**src/rtl/branch_program_counter.sv**
```systemverilog
// 6502-style program counter: byte-split PC with load, increment and a two-phase
// relative branch whose high-part fix-up costs one extra cycle on a page cross.
module branch_program_counter #(
  parameter int                 ADDR_W   = 16,
  parameter logic [ADDR_W-1:0]  RESET_PC = '0
) (
  input  logic              clk,
  input  logic              reset,
  input  logic [7:0]        PCL_in,
  input  logic [ADDR_W-9:0] PCH_in,
  input  logic              load,
  input  logic              inc_enable,
  input  logic              branch,
  input  logic [7:0]        offset,
  output logic [7:0]        PCL_out,
  output logic [ADDR_W-9:0] PCH_out,
  output logic              busy,
  output logic              branch_done
);

  localparam int HI_W = ADDR_W - 8;

  typedef enum logic {IDLE, FIX} state_t;

  state_t          state_q, state_d;
  logic [7:0]      pcl_q, pcl_d;
  logic [HI_W-1:0] pch_q, pch_d;
  logic            dir_up_q, dir_up_d;
  logic            busy_q, busy_d;
  logic            done_q, done_d;
  logic [8:0]      br_sum;

  // 9-bit low-byte sum with the offset sign-extended into bit 8. Bit 8 set means
  // a carry for a forward branch or a borrow for a backward one.
  function automatic logic [8:0] low_byte_sum(input logic [7:0] pcl, input logic [7:0] off);
    return {1'b0, pcl} + {off[7], off};
  endfunction

  function automatic logic page_cross(input logic [8:0] sum);
    return sum[8];
  endfunction

  assign br_sum = low_byte_sum(pcl_q, offset);

  always_comb begin
    state_d  = state_q;
    pcl_d    = pcl_q;
    pch_d    = pch_q;
    dir_up_d = dir_up_q;
    busy_d   = 1'b0;
    done_d   = 1'b0;
    case (state_q)
      IDLE: begin
        if (load) begin
          pcl_d = PCL_in;
          pch_d = PCH_in;
        end else if (branch) begin
          pcl_d = br_sum[7:0];
          if (page_cross(br_sum)) begin
            dir_up_d = ~offset[7];
            busy_d   = 1'b1;
            state_d  = FIX;
          end else begin
            done_d = 1'b1;
          end
        end else if (inc_enable) begin
          {pch_d, pcl_d} = {pch_q, pcl_q} + ADDR_W'(1);
        end
      end
      FIX: begin
        pch_d   = dir_up_q ? pch_q + HI_W'(1) : pch_q - HI_W'(1);
        done_d  = 1'b1;
        state_d = IDLE;
      end
      default: state_d = IDLE;
    endcase
  end

  always_ff @(posedge clk) begin
    if (reset) begin
      state_q  <= IDLE;
      pcl_q    <= RESET_PC[7:0];
      pch_q    <= RESET_PC[ADDR_W-1:8];
      dir_up_q <= 1'b0;
      busy_q   <= 1'b0;
      done_q   <= 1'b0;
    end else begin
      state_q  <= state_d;
      pcl_q    <= pcl_d;
      pch_q    <= pch_d;
      dir_up_q <= dir_up_d;
      busy_q   <= busy_d;
      done_q   <= done_d;
    end
  end

  assign PCL_out     = pcl_q;
  assign PCH_out     = pch_q;
  assign busy        = busy_q;
  assign branch_done = done_q;

endmodule
```
**config.mk**
```make
export PLATFORM = sky130hd
export DESIGN_NAME = branch_program_counter
export DESIGN_NICKNAME = d
export VERILOG_FILES = /design/src/rtl/branch_program_counter.sv
export SDC_FILE = /design/constraint.sdc
export NUM_CORES = 1
export LEC_CHECK = 0
export ABC_AREA = 1
export CAP_MARGIN = 20
export CORE_MARGIN = 2
export CORE_UTILIZATION = 35
export DETAILED_ROUTE_END_ITERATION = 6
export GPL_TIMING_DRIVEN = 0
export SKIP_LAST_GASP = 1
export SYNTH_ARGS = -nofsm -noshare
export SYNTH_HDL_FRONTEND = slang
export SYNTH_SLANG_ARGS = --single-unit
```
**constraint.sdc**
```tcl
create_clock -name clk -period 2 [get_ports clk]
set_clock_uncertainty 0.2 [all_clocks]
set_input_delay 0.4 -clock clk [delete_from_list [all_inputs] [get_ports clk]]
set_output_delay 0.4 -clock clk [all_outputs]
set_load 0.05 [all_outputs]
```
==> results_dict.tcl, run 1 <==
set metrics [dict create \
    crit_path_max_fanout 7 \
    syn_avg_cell_area_um2 5.78 \
    crit_slowest_cell "dlygate4sd2_1" \
    antenna_found_initial 0 \
    io_buffer_count 45 \
    crit_path_start "PCL_out[7]" \
    regArea_um2 390 \
    r2r_end "PCL_out[1]" \
    drv_cap 0 \
    leakagePower_nw 1.42 \
    drive_above_1_share_pct 15.2 \
    clockBufferDepth 2 \
    endpoint "PCL_out[7]" \
    core.rowCount 28 \
    syn2layout_area_growth_pct 39.8 \
    grt_pass1_wl_um 10600 \
    nFillCells 623 \
    cp-start-kind "flip-flop" \
    die_w_um 81.5 \
    drv_slew 0 \
    hold_class "input pin to flip-flop" \
    crit_path_end_kind "primary output" \
    via_per_inst 5.04 \
    rsz0062_at_grt "true" \
    dr.pass1.iters 5 \
    placed_area_um2 2650 \
    ys_ff_latch 19 \
    place_inst 483 \
    grt_max_degree 12 \
    reg2reg_from "PCL_out[0]" \
    cts_inserted_buffers 3 \
    clk_pin_slew_ns 0.08 \
    grt-ovfl-total 0 \
    outcome "completed" \
    die_area_um2 6630 \
    antenna_left 0 \
    crit_family "buffers and inverters" \
    drc 0 \
    grt_pass1_vias 2181 \
    place_hpwl_um 4940 \
    post_drt_wl_per_cell_um 13.2 \
    max_stage_delay_ns 0.58 \
    multiInputGateArea_um2 1680 \
    ff2ff_path_depth 8 \
    routabilityCongestion 0.874 \
    nets 462 \
    antenna_cells_inserted 0 \
    ys_seq_area_share_pct 18.1 \
    yosys.cell_types.count 33 \
    clk_latency_ns 0.27 \
    whs_ns 0.272 \
    max_freq_mhz 508 \
    yosys_warnings 0 \
    vias 2470 \
    boundaryPins 47 \
    finalCritPeriodShare_pct 98.5 \
    hold_viol_final 0 \
    die_h_um 81.5 \
    cts_tree "yes" \
    crit_path_cell_trace "dlygate4sd2_1" \
    synth_area_um2 2100 \
    instances_no_fill 490 \
    whs_path_depth 4 \
    numClockSinks 19 \
    start_util_pct 35.9 \
    fin_area_um2 2940 \
    ir_worst_vdd_v 0.000334 \
    crit_buf_inv 1 \
    period_minus_slack_ns 1.97 \
    drtIter0Drc 184 \
    cts_root_buf "clkbuf_8" \
    ff2ff_setup_slack_ns 0.09 \
    htreeDepth 1 \
    timing.critical_path.depth 1 \
    cp.arrival_ns 1.37 \
    worst_pin_slew_ns 0.564 \
    syn_nets 409 \
    syn_inst 363 \
    drt_wl_total_um 6480 \
    slew-limit-headroom_pct 62.4 \
    core_um2 5850 \
    setup_viol 0 \
    critPathKind "flip-flop to primary output" \
    crit_required_ns 1.40 \
    power.density_nw_per_um2 562 \
    hold_buffers 0 \
    grt_usage_pct 20.6 \
]
## synthesized netlist by cell type, drive strengths merged
| master | n | share of area [%] |
|---|---|---|
| ha | 15 | 8.9 |
| nand2 | 100 | 18 |
| a211oi | 4 | 1.4 |
| nand4 | 9 | 2.7 |
| xor2 | 2 | 0.83 |
| nor2 | 46 | 8.3 |
| clkbuf | 5 | 0.95 |
| nor3 | 3 | 0.71 |
| fa | 2 | 1.9 |
| a21o | 1 | 0.36 |
| dfxtp | 19 | 18 |
| o31ai | 1 | 0.36 |
| nand3 | 35 | 8.3 |
| o21a | 1 | 0.36 |
| nand3b | 2 | 0.71 |
| or2 | 3 | 1.0 |
| inv | 53 | 9.5 |
| o211ai | 2 | 0.71 |
| a21oi | 35 | 9.1 |
| o21ai | 20 | 5.3 |
| buf | 4 | 1.8 |
| a31oi | 1 | 0.30 |
## cell type report
cell class / instances / share of cell area [%]
Clock buffer: 3 / 1.41
Tap cell: 75 / 3.20
Timing Repair Buffer: 48 / 15.8
Clock inverter: 1 / 0.171
Multi-Input combinational cell: 282 / 57.2
Inverter: 53 / 6.95
Sequential cell: 19 / 13.3
Buffer: 9 / 2.05
## sequential cells by signal, summed over array words and instances, names as in the netlist
name,count
PCH_out,8
PCL_out,8
branch_done,1
dir_up_q,1
state_q,1
## kinds of logic after synthesis
family / synth area share [%]
xor+xnor: 0.834
buf+inv: 12.3
flops: 18.1
compound gates: 17.9
fa+ha+maj: 10.8
simple gates: 40.0
## power breakdown
part | internal (W) | total [W] | switching, W
Clock | 0.000139 | 0.000291 | 0.000152
Sequential | 0.000419 | 0.000499 | 0.0000793
Combinational | 0.000344 | 0.000859 | 0.000514
## worst min-delay path by stage
stage,startpoint,end,slack [ns]
finish,load,branch_done,0.27
detailed placement,PCL_out[5],PCL_out[5],0.33
floorplan,reset,PCH_out[6],0.34
CTS,load,branch_done,0.27
global placement,PCL_out[5],PCL_out[5],0.33
global route,load,branch_done,0.30
## cell usage in the layout, fill, tap and decap left out, types with 9 or more instances in the layout
cell	instances
a21oi_1	28
clkdlybuf4s50_1	22
dfxtp_1	13
dlygate4sd2_1	18
ha_4	10
inv_1	46
nand2_1	92
nand3_1	31
nand4_1	9
nor2_1	43
o21ai_0	16
## per-stage QoR
step / setup TNS (ns) / power, W / utilization [%] / setup slack [ns]
floorplan: -0.00447 / 0.00104 / - / -0.00447
global placement: -6.32 / 0.00127 / 45.3 / -0.539
detailed placement: -6.58 / 0.00128 / 45.3 / -0.538
CTS: -0.145 / 0.00156 / 46.4 / -0.0663
global route: -0.115 / 0.00179 / 50.2 / -0.0265
finish: 0 / 0.00165 / 50.2 / 0.0296
## metal layers
| metal | vias to the layer above | wire [µm] | track usage, % | part of all wire [%] |
|---|---|---|---|---|
| met5 | - | 0 | 0 | 0 |
| met2 | 62 | 2810 | 32.4 | 43 |
| met3 | 4 | 424 | 2.97 | 6.5 |
| met1 | 1109 | 3220 | 30.6 | 50 |
| li1 | 1295 | - | - | - |
| met4 | 0 | 26 | 2.20 | 0.40 |
## worst reg2reg max path, stage by stage (launching register included)
cell and delay [ns]:
dfxtp_4 0.39, ha_4 0.14, inv_2 0.04, fa_2 0.54, nand2_1 0.05, o21ai_0 0.09, nor2_1 0.06, a211oi_1 0.21
a211oi_1 0.06
## what timing repair did
action                                  4_1_cts  5_1_grt
buffers inserted                              2        1
endpoints found under the setup margin       30       18
hold endpoints to repair                      0        0
gates resized for setup                      29       43
pin swaps                                     7        8
(Power assumes the default switching activity.)
==> run 2, diff against run 1 <==
PLACE_DENSITY = 0.56   (was unset)
==> run 2 against run 1 <==
Critical path depth did not move. Cell count rose by 2.2%. Sequential power barely moved. Setup slack got worse by 0.0015 ns. Clock power fell by 3%. Hold slack got worse by 0.0049 ns. Routed wire length rose by 5.3%. Final area rose by 2.9%. Sequential share of layout area fell by 0.38 points. Register-to-register slack barely moved. Critical endpoint unchanged. Largest cell class unchanged.
==> results_dict.tcl, run 2 (synthesis gave the netlist of run 1 again) <==
set metrics [dict create \
    outcome "completed" \
    drc 0 \
    cp-start-kind "flip-flop" \
    layout_common_cells "95 x nand2_1, 47 x inv_1, 44 x nor2_1, 30 x nand3_1, 26 x a21oi_1" \
    dr.pass1.iters 4 \
    drt_wl_total_um 6820 \
    clk_pin_slew_ns 0.08 \
    leakagePower_nw 1.44 \
    crit_buf_inv 1 \
    rsz0062_at_grt "true" \
    whs_path_depth 4 \
    hold_class "input pin to flip-flop" \
    clockBufferDepth 2 \
    critPathKind "flip-flop to primary output" \
    die_w_um 81.5 \
    finalSetupTns_ns 0 \
    ir_worst_vdd_v 0.000276 \
    crit_slowest_cell "dlygate4sd2_1" \
    via_per_inst 5.04 \
    die_h_um 81.5 \
    grt_pass1_wl_um 10600 \
    crit_path_cell_trace "dlygate4sd2_1" \
    numClockSinks 19 \
    core_um2 5850 \
    antenna_cells_inserted 0 \
    crit_path_max_fanout 7 \
    die_area_um2 6630 \
    post_drt_wl_per_cell_um 13.6 \
    antenna_left 0 \
    drv_slew 0 \
    routabilityCongestion 0.851 \
    cts_inserted_buffers 3 \
    setup_viol 0 \
    timing.critical_path.depth 1 \
    max_stage_delay_ns 0.58 \
    period_minus_slack_ns 1.97 \
    finalCritPeriodShare_pct 98.6 \
    drv_cap 0 \
    mostFrequentLayoutCell "nand2_1" \
    place_hpwl_um 4940 \
    place_inst 483 \
    antenna_found_initial 0 \
    nets 473 \
    core.rowCount 28 \
    worst_pin_slew_ns 0.532 \
    grt_max_degree 12 \
    cts_tree "yes" \
    grt_usage_pct 20.6 \
    max_freq_mhz 507 \
    clk_latency_ns 0.26 \
    crit_family "buffers and inverters" \
    final_util_pct 51.6 \
    crit_path_end_kind "primary output" \
    instances_no_fill 501 \
    whs_ns 0.267 \
    ff2ff_setup_slack_ns 0.08 \
    cts_root_buf "clkbuf_8" \
    io_buffer_count 45 \
    boundaryPins 47 \
    htreeDepth 1 \
    crit_required_ns 1.40 \
    cp.arrival_ns 1.37 \
    grt_pass1_vias 2232 \
    hold_viol_final 0 \
    vias 2525 \
    slew-limit-headroom_pct 64.5 \
    syn2layout_area_growth_pct 43.9 \
    drtIter0Drc 109 \
    drive_above_1_share_pct 18.1 \
    grt-ovfl-total 0 \
    ff2ff_path_depth 11 \
    start_util_pct 35.9 \
    power.density_nw_per_um2 562 \
]
-- run 2: changes by cell type in the layout (fill, tap and decap cells not counted), moves of 2 or more --
| cell | delta |
|---|---|
| inv_4 | -2 |
| clkbuf_2 | +2 |
| dlygate4sd2_1 | -3 |
| a21oi_2 | +2 |
| buf_6 | +2 |
| a21oi_1 | -2 |
| nand2_4 | -2 |
| nand3_2 | +2 |
| buf_4 | +9 |
| nand2_1 | +3 |
-- run 2: worst paths after layout --
kind                    from          end
setup / recovery  PCL_out[7]   PCL_out[7]
hold / removal          load  branch_done
setup reg to reg    dir_up_q   PCH_out[6]
hold reg to reg   PCL_out[3]   PCL_out[3]
-- run 2: final cells by class --
cell class                      instances  area (µm²)
Fill cell                             606        2830
Multi-Input combinational cell        282        1680
Timing Repair Buffer                   59         544
Sequential cell                        19         390
Inverter                               53         203
Tap cell                               75        93.8
Buffer                                  9        60.1
Clock buffer                            3        41.3
Clock inverter                          1        5.00
-- run 2: repair_timing --
| item | CTS | global route |
|---|---|---|
| buffers inserted | 5 | 9 |
| hold buffers | 0 | 0 |
| gates resized for setup | 34 | 40 |
| pin swaps | 6 | 12 |
| endpoints found under the setup margin | 26 | 23 |
-- run 2: layer usage --
layer | track usage [%] | share of wire [%] | wire, µm
met5 | 0 | 0 | 0
met4 | 3.05 | 0.57 | 39
met3 | 2.97 | 4.6 | 315
met2 | 32.9 | 46 | 3160
met1 | 30.0 | 49 | 3310
-- run 2: power breakdown --
group / internal (W) / total, W / switching (W)
Combinational: 0.000381 / 0.000916 / 0.000536
Clock: 0.000139 / 0.000281 / 0.000142
Sequential: 0.000419 / 0.000501 / 0.0000814
-- run 2: metrics by stage --
step | power (W) | setup slack [ns] | area [µm²]
floorplan | 0.00104 | -0.00447 | 2100
global placement | 0.00128 | -0.506 | 2650
CTS | 0.00159 | -0.00431 | 2780
detailed placement | 0.00128 | -0.496 | 2650
finish | 0.00170 | 0.0281 | 3020
global route | 0.00184 | -0.0442 | 3020
==> run 3, diff against run 2 <==
--- a/config.mk
+++ b/config.mk
@@ -8,9 +8,12 @@
 export ABC_AREA = 1
 export CAP_MARGIN = 20
+export CELL_PAD_IN_SITES_DETAIL_PLACEMENT = 0
+export CELL_PAD_IN_SITES_GLOBAL_PLACEMENT = 1
 export CORE_MARGIN = 2
-export CORE_UTILIZATION = 35
+export CORE_UTILIZATION = 34
+export CTS_CLUSTER_DIAMETER = 120
 export DETAILED_ROUTE_END_ITERATION = 6
 export GPL_TIMING_DRIVEN = 0
-export PLACE_DENSITY = 0.56
+export PLACE_DENSITY = 0.77
 export SKIP_LAST_GASP = 1
 export SYNTH_ARGS = -nofsm -noshare
==> constraint.sdc (replaced) <==
create_clock -name clk -period 2 [get_ports clk]
set_clock_uncertainty 0.2 [all_clocks]
set_input_delay 0.6 -clock clk [delete_from_list [all_inputs] [get_ports clk]]
set_output_delay 0.6 -clock clk [all_outputs]
set_load 0.05 [all_outputs]
==> run 3 against run 2 <==
Via count down 1.4%. First-iteration DRC count up 2.8%. Global-route usage fell by 0.70 points. Critical endpoint is now PCH_out[4]. Highest routed layer unchanged.
==> results_dict.tcl, run 3 (synthesis gave the netlist of run 1 again) <==
set metrics [dict create \
    clk_pin_slew_ns 0.08 \
    grt_pass1_wl_um 10500 \
    drv_cap 0 \
    crit_path_end_kind "flip-flop" \
    grt_usage_pct 19.9 \
    clockBufferDepth 2 \
    syn2layout_area_growth_pct 41.6 \
    vias 2490 \
    hold_class "flip-flop to flip-flop" \
    via_per_inst 4.99 \
    die_w_um 82.6 \
    grt_busiest_layer "met2" \
    hold_viol_final 0 \
    regArea_um2 393 \
    period_minus_slack_ns 1.98 \
    clk_latency_ns 0.26 \
    cts_inserted_buffers 3 \
    grt-ovfl-total 0 \
    crit_path_cell_trace "clkinvlp_4 > buf_4 > fa_2 > nand3_1 > nand2_1 > a21oi_1 > o21ai_1 > nand2_4 > inv_2 > a21oi_2" \
    seq_power_share_pct 29.8 \
    setup_viol 0 \
    cp-start-kind "flip-flop" \
    slew-limit-headroom_pct 63.8 \
    grt_max_degree 11 \
    critPathKind "flip-flop to flip-flop" \
    dr.pass1.iters 4 \
    core.rowCount 28 \
    place_hpwl_um 5020 \
    drive_above_1_share_pct 22.4 \
    drtIter0Drc 112 \
    max_stage_delay_ns 0.37 \
    p_clk_share_pct 16.8 \
    grt_pass1_vias 2201 \
    drt_wl_total_um 6660 \
    cts_tree "yes" \
    power.density_nw_per_um2 566 \
    multiInputGateArea_um2 1690 \
    boundaryPins 47 \
    internal_power_w 0.000933 \
    post_drt_wl_per_cell_um 13.3 \
    hold_buffers 0 \
    power.total_w 0.00168 \
    worst_pin_slew_ns 0.544 \
    rsz0062_at_grt "true" \
    crit_path_max_fanout 5 \
    io_buffer_count 45 \
    p_comb_share_pct 53.4 \
    antenna_left 0 \
    crit_required_ns 2.00 \
    ff2ff_setup_slack_ns 0.02 \
    antenna_cells_inserted 0 \
    antenna_found_initial 0 \
    crit_family "buffers and inverters" \
    grt_use_met1_pct 28.5 \
    mostFrequentLayoutCell "nand2_1" \
    die_h_um 82.6 \
    final_util_pct 49.9 \
    htreeDepth 1 \
    drv_slew 0 \
    p_switching_w 0.000751 \
    layout_common_cells "93 x nand2_1, 44 x inv_1, 43 x nor2_1, 32 x nand3_1, 27 x a21oi_1" \
    leakagePower_nw 1.36 \
    die_area_um2 6820 \
    nets 471 \
    routabilityCongestion 0.841 \
    max_freq_mhz 506 \
    finalCritPeriodShare_pct 98.8 \
    numClockSinks 19 \
    cts_root_buf "clkbuf_8" \
    use_met2_pct 31.9 \
    grtUsageMet3_pct 3.70 \
    ir_worst_vdd_v 0.000268 \
    crit_buf_inv 3 \
    drc 0 \
    nFillCells 654 \
    swShare_pct 44.6 \
    cp.arrival_ns 1.98 \
    core_um2 5960 \
    start_util_pct 35.3 \
    outcome "completed" \
    crit_slowest_cell "dfxtp_4" \
]
[run 3: what timing repair did]
action                                  in CTS  in global routing
pin swaps                                   14                  8
resized for setup                           81                 48
buffers inserted                             6                  6
endpoints found under the setup margin      37                 28
[run 3: final cells by class]
type,instances,share of cell area [%]
multi-input cells,282,56.8
plain buffers,9,2.02
flip-flops and latches,19,13.2
repair buffers,57,16.3
well taps,75,3.16
clock buffers,4,1.52
inverters,53,6.99
[run 3: layer usage]
layer	wire, µm	part of all wire (%)	vias to the layer above
met1	3330	50	1117
met5	0	0	-
met3	416	6.2	4
li1	-	-	1304
met4	37	0.56	0
met2	2870	43	65
[run 3: path summary, 6_finish.rpt]
check,startpoint,to,cells after the start
max reg2reg,dir_up_q,PCH_out[4],10
min,PCL_out[2],PCL_out[2],2
max,dir_up_q,PCH_out[4],10
min reg2reg,PCL_out[2],PCL_out[2],2
[run 3: worst register-to-register path, delay by kind of cell (launching register included)]
family,cells,cell delay (ns)
buffers and inverters,3,0.39
AO/OA/AOI/OAI,3,0.38
flip-flops,1,0.37
adder cells (fa/ha/maj),1,0.36
AND/OR/NAND/NOR,3,0.23
[run 3: stage by stage]
stage / hold slack (ns) / setup TNS (ns) / worst slack (ns) / cells / area (µm²)
after detailed placement: 0.329 / -10.98 / -0.705 / 483 / 2650
after global routing: 0.367 / -0.373 / -0.0821 / 499 / 2970
final: 0.335 / 0 / 0.0242 / 499 / 2970
after global placement: 0.318 / -10.79 / -0.701 / 483 / 2650
after CTS: 0.352 / -0.359 / -0.167 / 493 / 2870
after floorplan: 0.400 / -0.0171 / -0.00758 / 363 / 2100
[run 3: power by group through the flow]
| stage | Clock (W) | Combinational (W) | Sequential (W) |
|---|---|---|---|
| floorplan | 0 | 0.000435 | 0.000603 |
| global placement | 0 | 0.000782 | 0.000498 |
| detailed placement | 0 | 0.000789 | 0.000498 |
| CTS | 0.000294 | 0.000844 | 0.000499 |
| global route | 0.000314 | 0.00100 | 0.000512 |
| finish | 0.000283 | 0.000899 | 0.000501 |
